$ cat config.mk
export PLATFORM = sky130hd
export DESIGN_NAME = spi_master
export DESIGN_NICKNAME = d
export VERILOG_FILES = /design/src/rtl/spi_master.sv
export SDC_FILE = /design/constraint.sdc
export NUM_CORES = 1
export LEC_CHECK = 0
export BUFFER_PORTS_ARGS = -buffer_cell sky130_fd_sc_hd__buf_4
export CAP_MARGIN = 20
export CORE_MARGIN = 4
export CORE_UTILIZATION = 44
export CTS_BUF_LIST = sky130_fd_sc_hd__clkbuf_8
export CTS_CLUSTER_DIAMETER = 150
export DETAILED_ROUTE_END_ITERATION = 6
export PLACE_DENSITY = 0.71
export SYNTH_ARGS = -nofsm -noshare
export SYNTH_HDL_FRONTEND = slang
export SYNTH_SLANG_ARGS = --single-unit
$ cat constraint.sdc
create_clock -name clk -period 6.5 [get_ports clk]
set_clock_uncertainty 0.15 [all_clocks]
set_input_delay 0.65 -clock clk [delete_from_list [all_inputs] [get_ports clk]]
set_output_delay 0.65 -clock clk [all_outputs]
set_load 0.005 [all_outputs]
$ cat src/rtl/spi_master.sv
// spi_master: register-mapped SPI master, one 8-bit transfer at a time.
// Registers: 0 DATA, 1 CTRL, 2 DIV, 3 CS (active-low chip selects).
// Build option: define SPI_MASTER_IRQ_EN for the registered, maskable
// transfer-done interrupt; otherwise irq is tied low and CTRL[4] reads 0.
//
// state    | meaning
// ---------+--------------------------------------------------------
// ST_IDLE  | sck parked at CPOL, mosi high, waiting for a START write
// ST_SHIFT | 16 half-periods of sck, TX bits out / RX bits in
// ST_DONE  | one clk: RX byte to DATA, DONE flag set, back to idle
module spi_master #(
    parameter int NUM_CS      = 2,
    parameter int DIV_DEFAULT = 499
) (
    input  logic              clk,
    input  logic              rst,
    input  logic [1:0]        addr,
    input  logic [7:0]        mosi,
    output logic [7:0]        miso,
    input  logic              write,
    output logic [NUM_CS-1:0] spi_cs,
    output logic              spi_sck,
    output logic              spi_mosi,
    input  logic              spi_miso,
    input  logic              sd_det,
    output logic              irq
);

    typedef enum logic [1:0] {ST_IDLE, ST_SHIFT, ST_DONE} state_t;

    state_t              r_state;
    state_t              w_next;
    logic [7:0]          r_data;
    logic [7:0]          r_rx;
    // DIV is 16 bits so the default (499) fits; the host writes the low byte.
    logic [15:0]         r_div;
    logic [15:0]         r_cnt;
    logic [NUM_CS-1:0]   r_cs;
    logic                r_cpol;
    logic                r_cpha;
    logic                r_lsb;
    logic                r_done;
    logic                r_phase;
    logic [3:0]          r_hcnt;
    logic [2:0]          r_oidx;
    logic                w_busy;
    logic                w_tick;
    logic                w_lead;
    logic                w_tx_bit;
    logic                w_irq_en_rd;
    logic                w_wr_data;
    logic                w_wr_ctrl;
    logic                w_wr_div;
    logic                w_wr_cs;
    logic                w_start;
    logic [7:0]          w_cs_rd;

    assign w_wr_data = write && (addr == 2'd0);
    assign w_wr_ctrl = write && (addr == 2'd1);
    assign w_wr_div  = write && (addr == 2'd2);
    assign w_wr_cs   = write && (addr == 2'd3);
    assign w_start   = w_wr_ctrl && mosi[0] && (r_state == ST_IDLE);

    // Half-period boundary; r_hcnt counts boundaries already passed, so an
    // even count means the upcoming boundary is a leading sck edge.
    assign w_tick   = (r_state == ST_SHIFT) && (r_cnt == r_div);
    assign w_lead   = ~r_hcnt[0];
    assign w_tx_bit = r_lsb ? r_data[r_oidx] : r_data[~r_oidx];
    assign spi_cs   = r_cs;

    // FSM state register
    always_ff @(posedge clk or posedge rst) begin
        if (rst) r_state <= ST_IDLE;
        else     r_state <= w_next;
    end

    // FSM next-state logic
    always_comb begin
        w_next = r_state;
        case (r_state)
            ST_IDLE:  if (w_start) w_next = ST_SHIFT;
            ST_SHIFT: if (w_tick && (r_hcnt == 4'd15)) w_next = ST_DONE;
            ST_DONE:  w_next = ST_IDLE;
            default:  w_next = ST_IDLE;
        endcase
    end

    // FSM outputs: busy through DONE, sck/mosi only active while shifting
    always_comb begin
        w_busy   = (r_state != ST_IDLE);
        spi_sck  = r_cpol;
        spi_mosi = 1'b1;
        if (r_state == ST_SHIFT) begin
            spi_sck  = r_cpol ^ r_phase;
            spi_mosi = w_tx_bit;
        end
    end

    // Half-period timer, sck phase, output bit index and RX assembly
    always_ff @(posedge clk or posedge rst) begin
        if (rst) begin
            r_cnt   <= '0;
            r_phase <= 1'b0;
            r_hcnt  <= '0;
            r_oidx  <= '0;
            r_rx    <= '0;
        end else if (r_state != ST_SHIFT) begin
            r_cnt   <= '0;
            r_phase <= 1'b0;
            r_hcnt  <= '0;
            r_oidx  <= '0;
        end else if (w_tick) begin
            r_cnt   <= '0;
            r_phase <= ~r_phase;
            r_hcnt  <= r_hcnt + 4'd1;
            // Sample edge is leading for CPHA=0, trailing for CPHA=1.
            if (w_lead != r_cpha)
                r_rx <= r_lsb ? {spi_miso, r_rx[7:1]} : {r_rx[6:0], spi_miso};
            // Bit 0 is already on the line at entry; no advance after the last edge.
            else if ((r_hcnt != 4'd0) && (r_hcnt != 4'd15))
                r_oidx <= r_oidx + 3'd1;
        end else begin
            r_cnt <= r_cnt + 16'd1;
        end
    end

    // Host registers; DATA/DIV/mode bits frozen while a transfer is in flight
    always_ff @(posedge clk or posedge rst) begin
        if (rst) begin
            r_data <= 8'h00;
            r_div  <= 16'(DIV_DEFAULT);
            r_cs   <= '1;
            r_cpol <= 1'b0;
            r_cpha <= 1'b0;
            r_lsb  <= 1'b0;
            r_done <= 1'b0;
        end else begin
            if (r_state == ST_DONE)
                r_data <= r_rx;
            else if (w_wr_data && !w_busy)
                r_data <= mosi;
            if (w_wr_div && !w_busy)
                r_div <= {8'h00, mosi};
            if (w_wr_cs)
                r_cs <= mosi[NUM_CS-1:0];
            if (w_wr_ctrl && !w_busy)
                {r_lsb, r_cpha, r_cpol} <= mosi[3:1];
            // Setting DONE wins over a simultaneous clear.
            if (r_state == ST_DONE)
                r_done <= 1'b1;
            else if (w_wr_ctrl && mosi[5])
                r_done <= 1'b0;
        end
    end

`ifdef SPI_MASTER_IRQ_EN
    logic r_irq_en;
    logic r_irq;

    // IRQ enable stays writable mid-transfer; irq is registered from the flags
    always_ff @(posedge clk or posedge rst) begin
        if (rst) begin
            r_irq_en <= 1'b0;
            r_irq    <= 1'b0;
        end else begin
            if (w_wr_ctrl)
                r_irq_en <= mosi[4];
            r_irq <= r_done & r_irq_en;
        end
    end

    assign w_irq_en_rd = r_irq_en;
    assign irq         = r_irq;
`else
    assign w_irq_en_rd = 1'b0;
    assign irq         = 1'b0;
`endif

    // Host read mux
    always_comb begin
        w_cs_rd               = 8'h00;
        w_cs_rd[NUM_CS-1:0]   = r_cs;
        case (addr)
            2'd0:    miso = r_data;
            2'd1:    miso = {~sd_det, 1'b0, r_done, w_irq_en_rd, r_lsb, r_cpha, r_cpol, w_busy};
            2'd2:    miso = r_div[7:0];
            default: miso = w_cs_rd;
        endcase
    end

endmodule

==> results of run 1 <==
-- cells by family after synthesis --
logic type,share of synthesized area [%]
compound gates,4.448
flops,45.63
fa+ha+maj,1.589
mux,22.04
xor+xnor,6.116
simple gates,17.36
other cells,0.1190
buf+inv,2.701
-- worst max path at each step --
stage | to | depth (start not counted) | slack [ns]
2_1_floorplan | spi_mosi | 4 | 3.98
3_3_place_gp | spi_mosi | 4 | 3.92
3_5_place_dp | r_cnt[10] | 4 | 3.88
4_1_cts | spi_mosi | 4 | 3.54
5_1_grt | spi_mosi | 4 | 3.42
6_report | spi_mosi | 4 | 3.56
-- cells in the final DEF (no fill, tap or decap), types with 2 or more instances in the layout --
master and instances:
sky130_fd_sc_hd__dfrtp_1 48, sky130_fd_sc_hd__nand2_1 32, sky130_fd_sc_hd__mux2_2 29, sky130_fd_sc_hd__buf_4 29, sky130_fd_sc_hd__mux2i_1 21, sky130_fd_sc_hd__nor2_1 17
sky130_fd_sc_hd__o21ai_0 17, sky130_fd_sc_hd__nand3_1 13, sky130_fd_sc_hd__clkbuf_8 13, sky130_fd_sc_hd__xnor2_1 12, sky130_fd_sc_hd__xor2_1 10, sky130_fd_sc_hd__dfstp_2 9
sky130_fd_sc_hd__nor4_1 8, sky130_fd_sc_hd__or3_1 7, sky130_fd_sc_hd__inv_1 7, sky130_fd_sc_hd__mux4_2 7, sky130_fd_sc_hd__nand2b_1 6, sky130_fd_sc_hd__nor3_1 4
sky130_fd_sc_hd__nand4_1 4, sky130_fd_sc_hd__a21oi_1 4, sky130_fd_sc_hd__ha_1 4, sky130_fd_sc_hd__nor2b_1 3, sky130_fd_sc_hd__nand4b_1 2, sky130_fd_sc_hd__or3b_2 2
sky130_fd_sc_hd__clkinv_2 2
-- cell type report --
class	count	share of cell area (%)
clock buffer	13	4.940
clock inverter	3	0.3800
inverter	7	0.7254
multi-input combinational	214	44.94
sequential	57	39.69
tap	96	3.316
timing repair buffer	29	6.010
-- cells in the mapped netlist (all sizes together) --
library cell  instances
and3                  1
o21bai                1
nor2                 17
nor2b                 3
or4                   1
nand4b                2
and2                  1
nand3                13
dfstp                 9
nor4                  9
buf                   5
nor3                  4
o31ai                 1
or3b                  2
a22oi                 1
clkbuf                7
ha                    4
nand4                 4
and4                  1
nor3b                 1
nand2b                6
dfrtp                48
xor2                 10
or2                   1
a21o                  1
mux4                  7
conb                  1
o21ai                17
mux2i                21
inv                   7
nand2                32
xnor2                12
a21oi                 4
mux2                 29
or3                   7
-- power groups by stage --
| stage | clock, uW | combinational, uW | sequential (uW) |
|---|---|---|---|
| floorplan | 0 | 307 | 518 |
| global placement | 0 | 361 | 560 |
| detailed placement | 0 | 374 | 564 |
| CTS | 320 | 376 | 559 |
| global route | 335 | 421 | 574 |
| finish | 313 | 374 | 560 |
-- registers in the layout, indices dropped and copies added, names as in the netlist --
name     count
spi_cs       2
r_state      2
r_cpha       1
r_lsb        1
r_div        9
r_phase      1
r_done       1
r_cnt       16
r_oidx       3
r_rx         8
r_hcnt       4
r_cpol       1
r_data       8
-- through the flow --
step / power, uW / setup slack (ns) / hold slack [ns] / std cells
3_3_place_gp: 920.5 / 3.923 / 0.3095 / 402
6_report: 1247 / 3.560 / 0.3304 / 419
2_1_floorplan: 825.4 / 3.976 / 0.2995 / 290
3_5_place_dp: 938.3 / 3.881 / 0.3196 / 402
5_1_grt: 1331 / 3.425 / 0.3554 / 419
4_1_cts: 1255 / 3.540 / 0.3339 / 418
-- routing by layer --
layer / routed length (um) / part of all wire, % / GRT usage [%]
met5: 0 / 0 / 0
met4: 146 / 2.2 / 9.158
met3: 272 / 4.0 / 3.087
met1: 3252 / 48 / 23.56
met2: 3063 / 45 / 25.20
==> impl_metrics.csv, run 1 <==
group,metric,value,unit
global_route,grt_usage,16.99,%
critical_path,library_cell_appearing_most_often_on_the_critical_path,"sky130_fd_sc_hd__mux4_2",
timing,min_period,2.940,ns
timing,slew_violations,0,
timing,report.final.hold_viol_count,0,
yosys,top_cell_type_s_share_of_synthesized_area,38.13,%
critical_path,cp_cell_sequence,"mux4_2, mux4_2, nand2b_1, buf_4",
global_route,grt_start_max_net_pins,58,
clocking,cts.sinks,57,
final_layout,final_util,52.73,%
clocking,post_cts_resized,0,
clocking,clock_path_buffers,2,
floorplan,fp.dieH,92.62,um
route,finalWirelength,6.734,mm
floorplan,io_pins,28,
route,ant_nets,0,
worst_hold_path,hold_path_end,"r_done",
floorplan,floorplan.die.width,92.62,um
final_layout,area_growth_syn_to_layout,14.97,%
clocking,clk_transition_reported_paths,0.06,ns
flow_run,maxCapViolCount,0,
yosys,synth_cell_types,40,
final_layout,total_area_of_sequential_cells,0.001438,mm2
critical_path,rr_endpoint,"r_rx[6]",
critical_path,timing.rr.start,"r_div[4]",
outcome,status,"completed",
route,drc,0,
clocking,clock-root-buffer,"sky130_fd_sc_hd__clkbuf_8",
critical_path,timing.critical_path.max_delay_family,"multiplexers",
global_route,grt_first_pass_wirelength,11.32,mm
yosys,syn_inst,290,
global_route,initial_antenna_violation_count,0,
critical_path,number_of_cells_on_the_worst_reg_to_reg_path,4,
final_layout,antenna_cells,0,
pwr,p_comb_share,30.0,%
yosys,ys_warn_count,0,
critical_path,crit_path_start,"r_oidx[1]",
clocking,cts_tree,"built",
critical_path,crit_fanout,6,
route,routed_via_density,5.377,
pwr,p_clk_share,25.1,%
critical_path,cp-start-kind,"register",
timing,worst_pin_slew,1.032,ns
yosys,ys_ff_latch,57,
clocking,cts_setup_buffers,0,
pwr,vdd.ir_drop.worst,0.1705,mV
critical_path,timing_worst_setup_path_type,"reg2out",
placement,detailed_place_hpwl,4.860,mm
critical_path,cp.required,5.70,ns
timing,finalSetupTns,0,ns
route,first_drt_iteration_drcs,79,
worst_hold_path,worstHoldPathCells,1,
final_layout,final_cell_area,0.003622,mm2
yosys,synth.largest_area_cell,"sky130_fd_sc_hd__dfrtp_1",
yosys,synthesis.area_per_instance,10.86,um2
critical_path,crit_buf_inv,1,
timing,setup_repair_after_global_routing_missed_its_margin,"false",
pwr,power_frac_seq,44.9,%
clocking,cts_made_buffers,9,
critical_path,ff2ff_setup_slack,4.06,ns
yosys,synth.area.top_cells,"sky130_fd_sc_hd__dfrtp_1, sky130_fd_sc_hd__mux2_2, sky130_fd_sc_hd__dfstp_2",
yosys,mappedNetlistNets,309,
clocking,clock_tree.htree_level_count,3,
clocking,cts_hold_buffers,0,
worst_hold_path,holdCritStartpoint,"r_done",
pwr,internal_power,832.1,uW
clocking,later_pin_clock_latency_in_the_skew_report,0.33,ns
yosys,seq_area_frac_synth,45.63,%
timing,timing.slew.headroom,31.07,%
route,drt_pass1_iterations,4,
timing,achievable-frequency,340.1,MHz
floorplan,placeableCoreArea,0.006869,mm2
pwr,switching_share,33.27,%
pwr,p_sw,414.9,uW
critical_path,critPathCaptureType,"output port",
floorplan,die_area,0.008578,mm2
pwr,leakagePower,0.001580,uW
route,avgRoutedWirePerCell,16.07,um
timing,finalSetupViolations,0,
final_layout,post_route_cells_drive_above_1_share,29.72,%
floorplan,initial_utilization,45.87,%
floorplan,rows,30,
final_layout,nFillCells,638,
critical_path,maximum_single_stage_delay_on_the_critical_path,0.53,ns
final_layout,multi_input_comb_area,0.001628,mm2
worst_hold_path,hold_class,"reg2reg",
global_route,grt_pass1_vias,2339,
timing,fin_crit_sh,45.23,%
route,vias,2253,
yosys,synth.cell_area,0.003151,mm2
critical_path,timing.critical_path.slowest_stage_cell,"sky130_fd_sc_hd__mux4_2",
placement,port_buffers,26,
global_route,gr-total-overflow,0,
final_layout,layout.nets,337,
critical_path,arrival,2.14,ns
placement,gp_congestion,0.8148,
placement,placement.cell_area,0.003422,mm2
pwr,power_density_cells,344.3,mW/mm2
Power figures use the tool's default switching activity.
==> run 2, diff against run 1 <==
- PLACE_DENSITY: 0.71 -> 0.73
- clock period: 6.5 -> 2.47 ns (I/O delays scaled with it)
==> run 2 against run 1 <==
Routed wire length is 4.6% higher. Clock power rose to 3.1 times the previous value. Combinational power rose to 2.8 times the previous value. Die area unchanged. Cell count rose by 3.3%. Worst setup slack got worse by 3.5 ns. Global-route usage is 0.74 points higher. Via count rose by 5.9%. Critical path depth stayed put. Register-to-register slack worse by 3.9 ns. Count of clock-buffer cells in the layout down 4. Sequential power rose to 2.6 times the previous value. Critical path type unchanged. Largest cell class unchanged. Largest power group unchanged.
==> impl_metrics.csv, run 2 (synthesis gave the netlist of run 1 again) <==
group,metric,value,unit
outcome,status,"completed",
timing,fin_crit_sh,98.57,%
critical_path,timing.rr.start,"r_cnt[13]",
floorplan,rows,30,
clocking,later_pin_clock_latency_in_the_skew_report,0.35,ns
worst_hold_path,hold_path_end,"r_lsb",
placement,port_buffers,26,
pwr,switching_share,33.16,%
global_route,gr-total-overflow,0,
timing,timing.slew.headroom,31.65,%
pwr,internal_power,2317,uW
flow_run,maxCapViolCount,0,
final_layout,largestRegisters,"r_cnt: 16 flops, r_div: 9 flops",
critical_path,ff2ff_setup_slack,0.20,ns
clocking,cts_tree,"built",
worst_hold_path,hold_class,"in2reg",
timing,slew_violations,0,
pwr,power_density_cells,917.9,mW/mm2
route,ant_nets,0,
critical_path,cp.required,2.07,ns
final_layout,final_cell_area,0.003776,mm2
clocking,clock_tree.htree_level_count,3,
floorplan,fp.dieH,92.62,um
clocking,clock_path_buffers,2,
clocking,cts.sinks,57,
route,routed_via_density,5.508,
pwr,p_comb_share,29.6,%
timing,worst_pin_slew,1.023,ns
global_route,grt_usage,17.73,%
route,finalWirelength,7.043,mm
critical_path,crit_fanout,5,
global_route,grt_start_max_net_pins,58,
final_layout,flip_flop_count_of_the_largest_register_all_copies_and_words_added,16,
global_route,grt_pass1_vias,2381,
pwr,power_frac_seq,42.6,%
critical_path,timing.critical_path.slowest_stage_cell,"sky130_fd_sc_hd__mux4_2",
route,dr_wl_met3,261,um
placement,placement.cell_area,0.003482,mm2
route,first_drt_iteration_drcs,73,
timing,finalSetupViolations,0,
critical_path,cp-start-kind,"register",
floorplan,placeableCoreArea,0.006869,mm2
pwr,report.power.total,3466,uW
clocking,clock-root-buffer,"sky130_fd_sc_hd__clkbuf_8",
pwr,p_clk_share,27.9,%
pwr,leakagePower,0.001644,uW
critical_path,number_of_cells_on_the_worst_reg_to_reg_path,5,
final_layout,antenna_cells,0,
timing,setup_repair_after_global_routing_missed_its_margin,"true",
global_route,initial_antenna_violation_count,0,
critical_path,library_cell_appearing_most_often_on_the_critical_path,"sky130_fd_sc_hd__mux4_2",
critical_path,rr_endpoint,"r_rx[6]",
timing,min_period,2.435,ns
final_layout,final_cell_count_no_fill,433,
final_layout,area_growth_syn_to_layout,19.86,%
route,vias,2385,
critical_path,timing_worst_setup_path_type,"reg2out",
route,avgRoutedWirePerCell,16.27,um
timing,report.final.hold_viol_count,0,
pwr,vdd.ir_drop.worst,0.4872,mV
final_layout,layout.cells.most_common,"sky130_fd_sc_hd__dfrtp_1",
floorplan,initial_utilization,45.87,%
final_layout,final_util,54.97,%
clocking,clk_transition_reported_paths,0.07,ns
floorplan,die_area,0.008578,mm2
critical_path,critPathCaptureType,"output port",
final_layout,post_route_cells_drive_above_1_share,32.34,%
critical_path,arrival,2.04,ns
final_layout,nFillCells,599,
worst_hold_path,worstHoldPathCells,2,
final_layout,final_cell_mix,"sky130_fd_sc_hd__dfrtp_1, sky130_fd_sc_hd__buf_4, sky130_fd_sc_hd__nand2_1",
clocking,cts_made_buffers,9,
route,routedLengthMet1,3.281,mm
pwr,p_sw,1149,uW
placement,detailed_place_hpwl,4.947,mm
route,routed.top_layer,"met4",
placement,dpl.cell_count,410,
critical_path,cp_cell_sequence,"mux4_2, mux4_2, nand2b_4, buf_6",
placement,gp_congestion,0.8296,
critical_path,maximum_single_stage_delay_on_the_critical_path,0.52,ns
route,drt_pass1_iterations,4,
final_layout,layout.nets,351,
final_layout,largest_register,"r_cnt",
timing,achievable-frequency,410.7,MHz
floorplan,io_pins,28,
worst_hold_path,holdCritStartpoint,"mosi[3]",
route,met2_length,3.297,mm
floorplan,floorplan.die.width,92.62,um
global_route,grt_first_pass_wirelength,11.82,mm
route,drc,0,
[run 2: cell count changes in the layout (fill, tap and decap cells not counted), sizes merged, moves of 2 or more]
cell,before,now
clkbuf,13,9
buf,29,39
dlygate4sd3,0,4
clkinvlp,0,4
bufinv,0,2
[run 2: worst max-delay path: cells and delay by family, from the launching register on]
kind,cells,cell delay (ns)
buffers and inverters,1,0.11
muxes,2,1.00
and+or+nand+nor,1,0.15
DFF,1,0.44
[run 2: timing repair]
item,4_1_cts,5_1_grt
hold buffers,4,0
setup buffers,1,2
gates resized for setup,3,0
hold endpoints to repair,51,0
setup endpoints to repair,1,1
[run 2: worst max path at each step]
stage          depth (start not counted)       from  slack [ns]  endpoint
6_report                               4  r_oidx[1]        0.04  spi_mosi
5_1_grt                                4  r_oidx[1]       -0.03  spi_mosi
4_1_cts                                4  r_oidx[1]       0.007  spi_mosi
3_5_place_dp                           5  r_cnt[13]        0.20   r_rx[4]
3_3_place_gp                           5  r_cnt[13]        0.21   r_rx[7]
2_1_floorplan                          4   r_div[4]        0.25   r_rx[0]
[run 2: through the flow]
step / TNS [ns] / hold WS [ns] / setup slack, ns
2_1_floorplan: 0 / 0.2476 / 0.2459
3_3_place_gp: 0 / 0.3084 / 0.2131
3_5_place_dp: 0 / 0.3216 / 0.2027
4_1_cts: 0 / 0.0006739 / 0.006810
5_1_grt: -0.02868 / 0.009039 / -0.02868
6_report: 0 / 0.01328 / 0.03542
[run 2: per-layer routing]
metal / up-vias / track usage (%)
li1: 1118 / -
met1: 1189 / 24.28
met2: 62 / 26.83
met3: 16 / 2.843
met4: 0 / 9.768
met5: - / 0
[run 2: layout make-up]
cell class              count  area, um2  area share [%]
clock buffers               9      123.9           3.280
clock inverters             7      95.09           2.518
inverters                   7      26.28          0.6958
multi-input cells         214       1635           43.31
flip-flops and latches     57       1439           38.10
well taps                  96      120.1           3.181
repair buffers             43      336.6           8.913
[run 2: power by group through the flow]
| stage | clock network, uW | registers [uW] | logic, uW |
|---|---|---|---|
| finish | 966 | 1480 | 1030 |
| global route | 1020 | 1510 | 1140 |
| CTS | 987 | 1470 | 1030 |
| detailed placement | 0 | 1480 | 996 |
| global placement | 0 | 1470 | 956 |
| floorplan | 0 | 1360 | 808 |
==> run 3, diff against run 2 <==
- CORE_UTILIZATION: 44 -> 56
- PLACE_DENSITY: 0.73 -> 0.78
==> run 3 against run 2 <==
Sequential share of layout area shrank 0.36 points. Cell count shrank 4.4%. Critical endpoint unchanged. Worst setup slack lost 0.014 ns. Critical path type unchanged. Largest cell class unchanged.
==> impl_metrics.csv, run 3 (synthesis gave the netlist of run 1 again) <==
group,metric,value,unit
route,met2_length,3.453,mm
timing,timing.slew.headroom,32.82,%
clocking,cts.sinks,57,
final_layout,post_route_cells_drive_above_1_share,32.16,%
pwr,leakagePower,0.001685,uW
pwr,p_clk_share,28.3,%
route,routed.top_layer,"met4",
clocking,cts_made_buffers,9,
floorplan,rows,27,
clocking,clk_transition_reported_paths,0.07,ns
clocking,later_pin_clock_latency_in_the_skew_report,0.36,ns
pwr,p_comb_share,29.7,%
timing,setup_repair_after_global_routing_missed_its_margin,"true",
worst_hold_path,hold_path_end,"r_rx[0]",
final_layout,final_cell_mix,"sky130_fd_sc_hd__dfrtp_1, sky130_fd_sc_hd__buf_4, sky130_fd_sc_hd__nand2_1",
final_layout,layout.cells.most_common,"sky130_fd_sc_hd__dfrtp_1",
final_layout,flip_flop_count_of_the_largest_register_all_copies_and_words_added,16,
critical_path,maximum_single_stage_delay_on_the_critical_path,0.52,ns
critical_path,timing_worst_setup_path_type,"reg2out",
route,routed_via_density,5.831,
critical_path,cp.required,2.07,ns
global_route,grt_pass1_vias,2496,
route,first_drt_iteration_drcs,85,
critical_path,crit_fanout,5,
placement,placement.cell_area,0.003460,mm2
route,finalWirelength,7.263,mm
critical_path,rr_endpoint,"r_rx[7]",
timing,hold_slack,0.1112,ns
route,drt_pass1_iterations,4,
clocking,clock_tree.htree_level_count,3,
pwr,internal_power,2357,uW
final_layout,layout.nets,356,
floorplan,floorplan.die.width,83.01,um
pwr,power_density_cells,923.4,mW/mm2
clocking,clock-root-buffer,"sky130_fd_sc_hd__clkbuf_8",
final_layout,final_util,69.66,%
global_route,initial_antenna_violation_count,0,
final_layout,final_cell_area,0.003812,mm2
floorplan,placeableCoreArea,0.005473,mm2
floorplan,initial_utilization,57.57,%
final_layout,final_cell_count_no_fill,414,
route,ant_nets,0,
route,drc,0,
placement,dpl.cell_count,387,
critical_path,cp-start-kind,"register",
worst_hold_path,hold_class,"in2reg",
critical_path,arrival,2.05,ns
timing,finalSetupViolations,0,
critical_path,timing.critical_path.slowest_stage_cell,"sky130_fd_sc_hd__mux4_2",
global_route,gr-total-overflow,0,
worst_hold_path,holdCritStartpoint,"spi_miso",
floorplan,io_pins,28,
timing,worst_pin_slew,1.006,ns
final_layout,antenna_cells,0,
critical_path,number_of_cells_on_the_worst_reg_to_reg_path,5,
final_layout,largestRegisters,"r_cnt: 16 flops, r_div: 9 flops",
final_layout,largest_register,"r_cnt",
placement,port_buffers,26,
clocking,cts_tree,"built",
pwr,switching_share,33.05,%
placement,gp_congestion,0.7909,
outcome,status,"completed",
pwr,p_sw,1164,uW
critical_path,ff2ff_setup_slack,0.18,ns
final_layout,area_growth_syn_to_layout,21.01,%
critical_path,cp_cell_sequence,"mux4_2, mux4_2, nand2b_4, buf_6",
clocking,clock_path_buffers,2,
flow_run,maxCapViolCount,0,
floorplan,die_area,0.006890,mm2
global_route,grt_first_pass_wirelength,12.36,mm
pwr,power_frac_seq,42.0,%
critical_path,library_cell_appearing_most_often_on_the_critical_path,"sky130_fd_sc_hd__mux4_2",
timing,min_period,2.449,ns
global_route,grt_start_max_net_pins,25,
timing,achievable-frequency,408.3,MHz
route,routedLengthMet1,3.205,mm
route,avgRoutedWirePerCell,17.54,um
route,vias,2414,
global_route,grt_usage,23.00,%
timing,fin_crit_sh,99.15,%
final_layout,nFillCells,408,
critical_path,timing.rr.start,"r_div[4]",
timing,report.final.hold_viol_count,0,
route,dr_wl_met3,384,um
placement,detailed_place_hpwl,5.200,mm
timing,slew_violations,0,
pwr,vdd.ir_drop.worst,0.6670,mV
worst_hold_path,worstHoldPathCells,3,
floorplan,fp.dieH,83.01,um
critical_path,critPathCaptureType,"output port",
timing,finalSetupTns,0,ns
## run 3: changes by cell type in the layout (fill, tap and decap cells not counted), sizes merged
cell         previous run  this run
dlygate4sd3             4         9
clkbuf                  9        10
clkinvlp                4         0
clkinv                  1         4
## run 3: how the worst max path moves through the flow
stage                           to  cells past startpoint  startpoint
final                     spi_mosi                      4   r_oidx[1]
after global routing      spi_mosi                      4   r_oidx[1]
after CTS                 spi_mosi                      4   r_oidx[1]
after detailed placement   r_rx[7]                      5   r_cnt[13]
after global placement     r_rx[7]                      5   r_cnt[13]
after floorplan            r_rx[0]                      4    r_div[4]
## run 3: critical path, delay by kind of cell (launching register included)
| family | cells | cell delay (ns) |
|---|---|---|
| simple gates | 1 | 0.15 |
| buf+inv | 1 | 0.11 |
| flops | 1 | 0.45 |
| mux | 2 | 0.99 |
## run 3: through the flow
step / setup WS, ns / power [uW]
3_5_place_dp: 0.1433 / 2494
4_1_cts: 0.01111 / 3543
2_1_floorplan: 0.2459 / 2172
3_3_place_gp: 0.2450 / 2428
5_1_grt: -0.04486 / 3757
6_report: 0.02098 / 3520
## run 3: area by class of cell
class / instances / area (um2) / share of cell area (%)
multi-input combinational: 214 / 1642 / 43.06
sequential: 57 / 1439 / 37.74
timing repair buffer: 48 / 386.6 / 10.14
clock buffer: 10 / 137.6 / 3.610
clock inverter: 6 / 91.34 / 2.396
tap: 72 / 90.09 / 2.363
inverter: 7 / 26.28 / 0.6892
## run 3: power groups by stage
stage	Clock, uW	Combinational, uW	Sequential, uW
floorplan	0	808	1360
global placement	0	961	1470
detailed placement	0	1010	1490
CTS	1020	1050	1470
global route	1070	1170	1520
finish	997	1050	1480
## run 3: routing by layer
| layer | up-vias | global-route usage [%] |
|---|---|---|
| met5 | - | 0 |
| li1 | 1132 | - |
| met2 | 69 | 35.06 |
| met3 | 29 | 8.036 |
| met1 | 1184 | 29.09 |
| met4 | 0 | 11.44 |
## run 3: what timing repair did
item / 4_1_cts / 5_1_grt
buffers inserted: 1 / 1
endpoints found under the setup margin: 1 / 2
endpoints found under the hold margin: 24 / 1
resized for setup: 3 / 1
hold buffers: 8 / 1
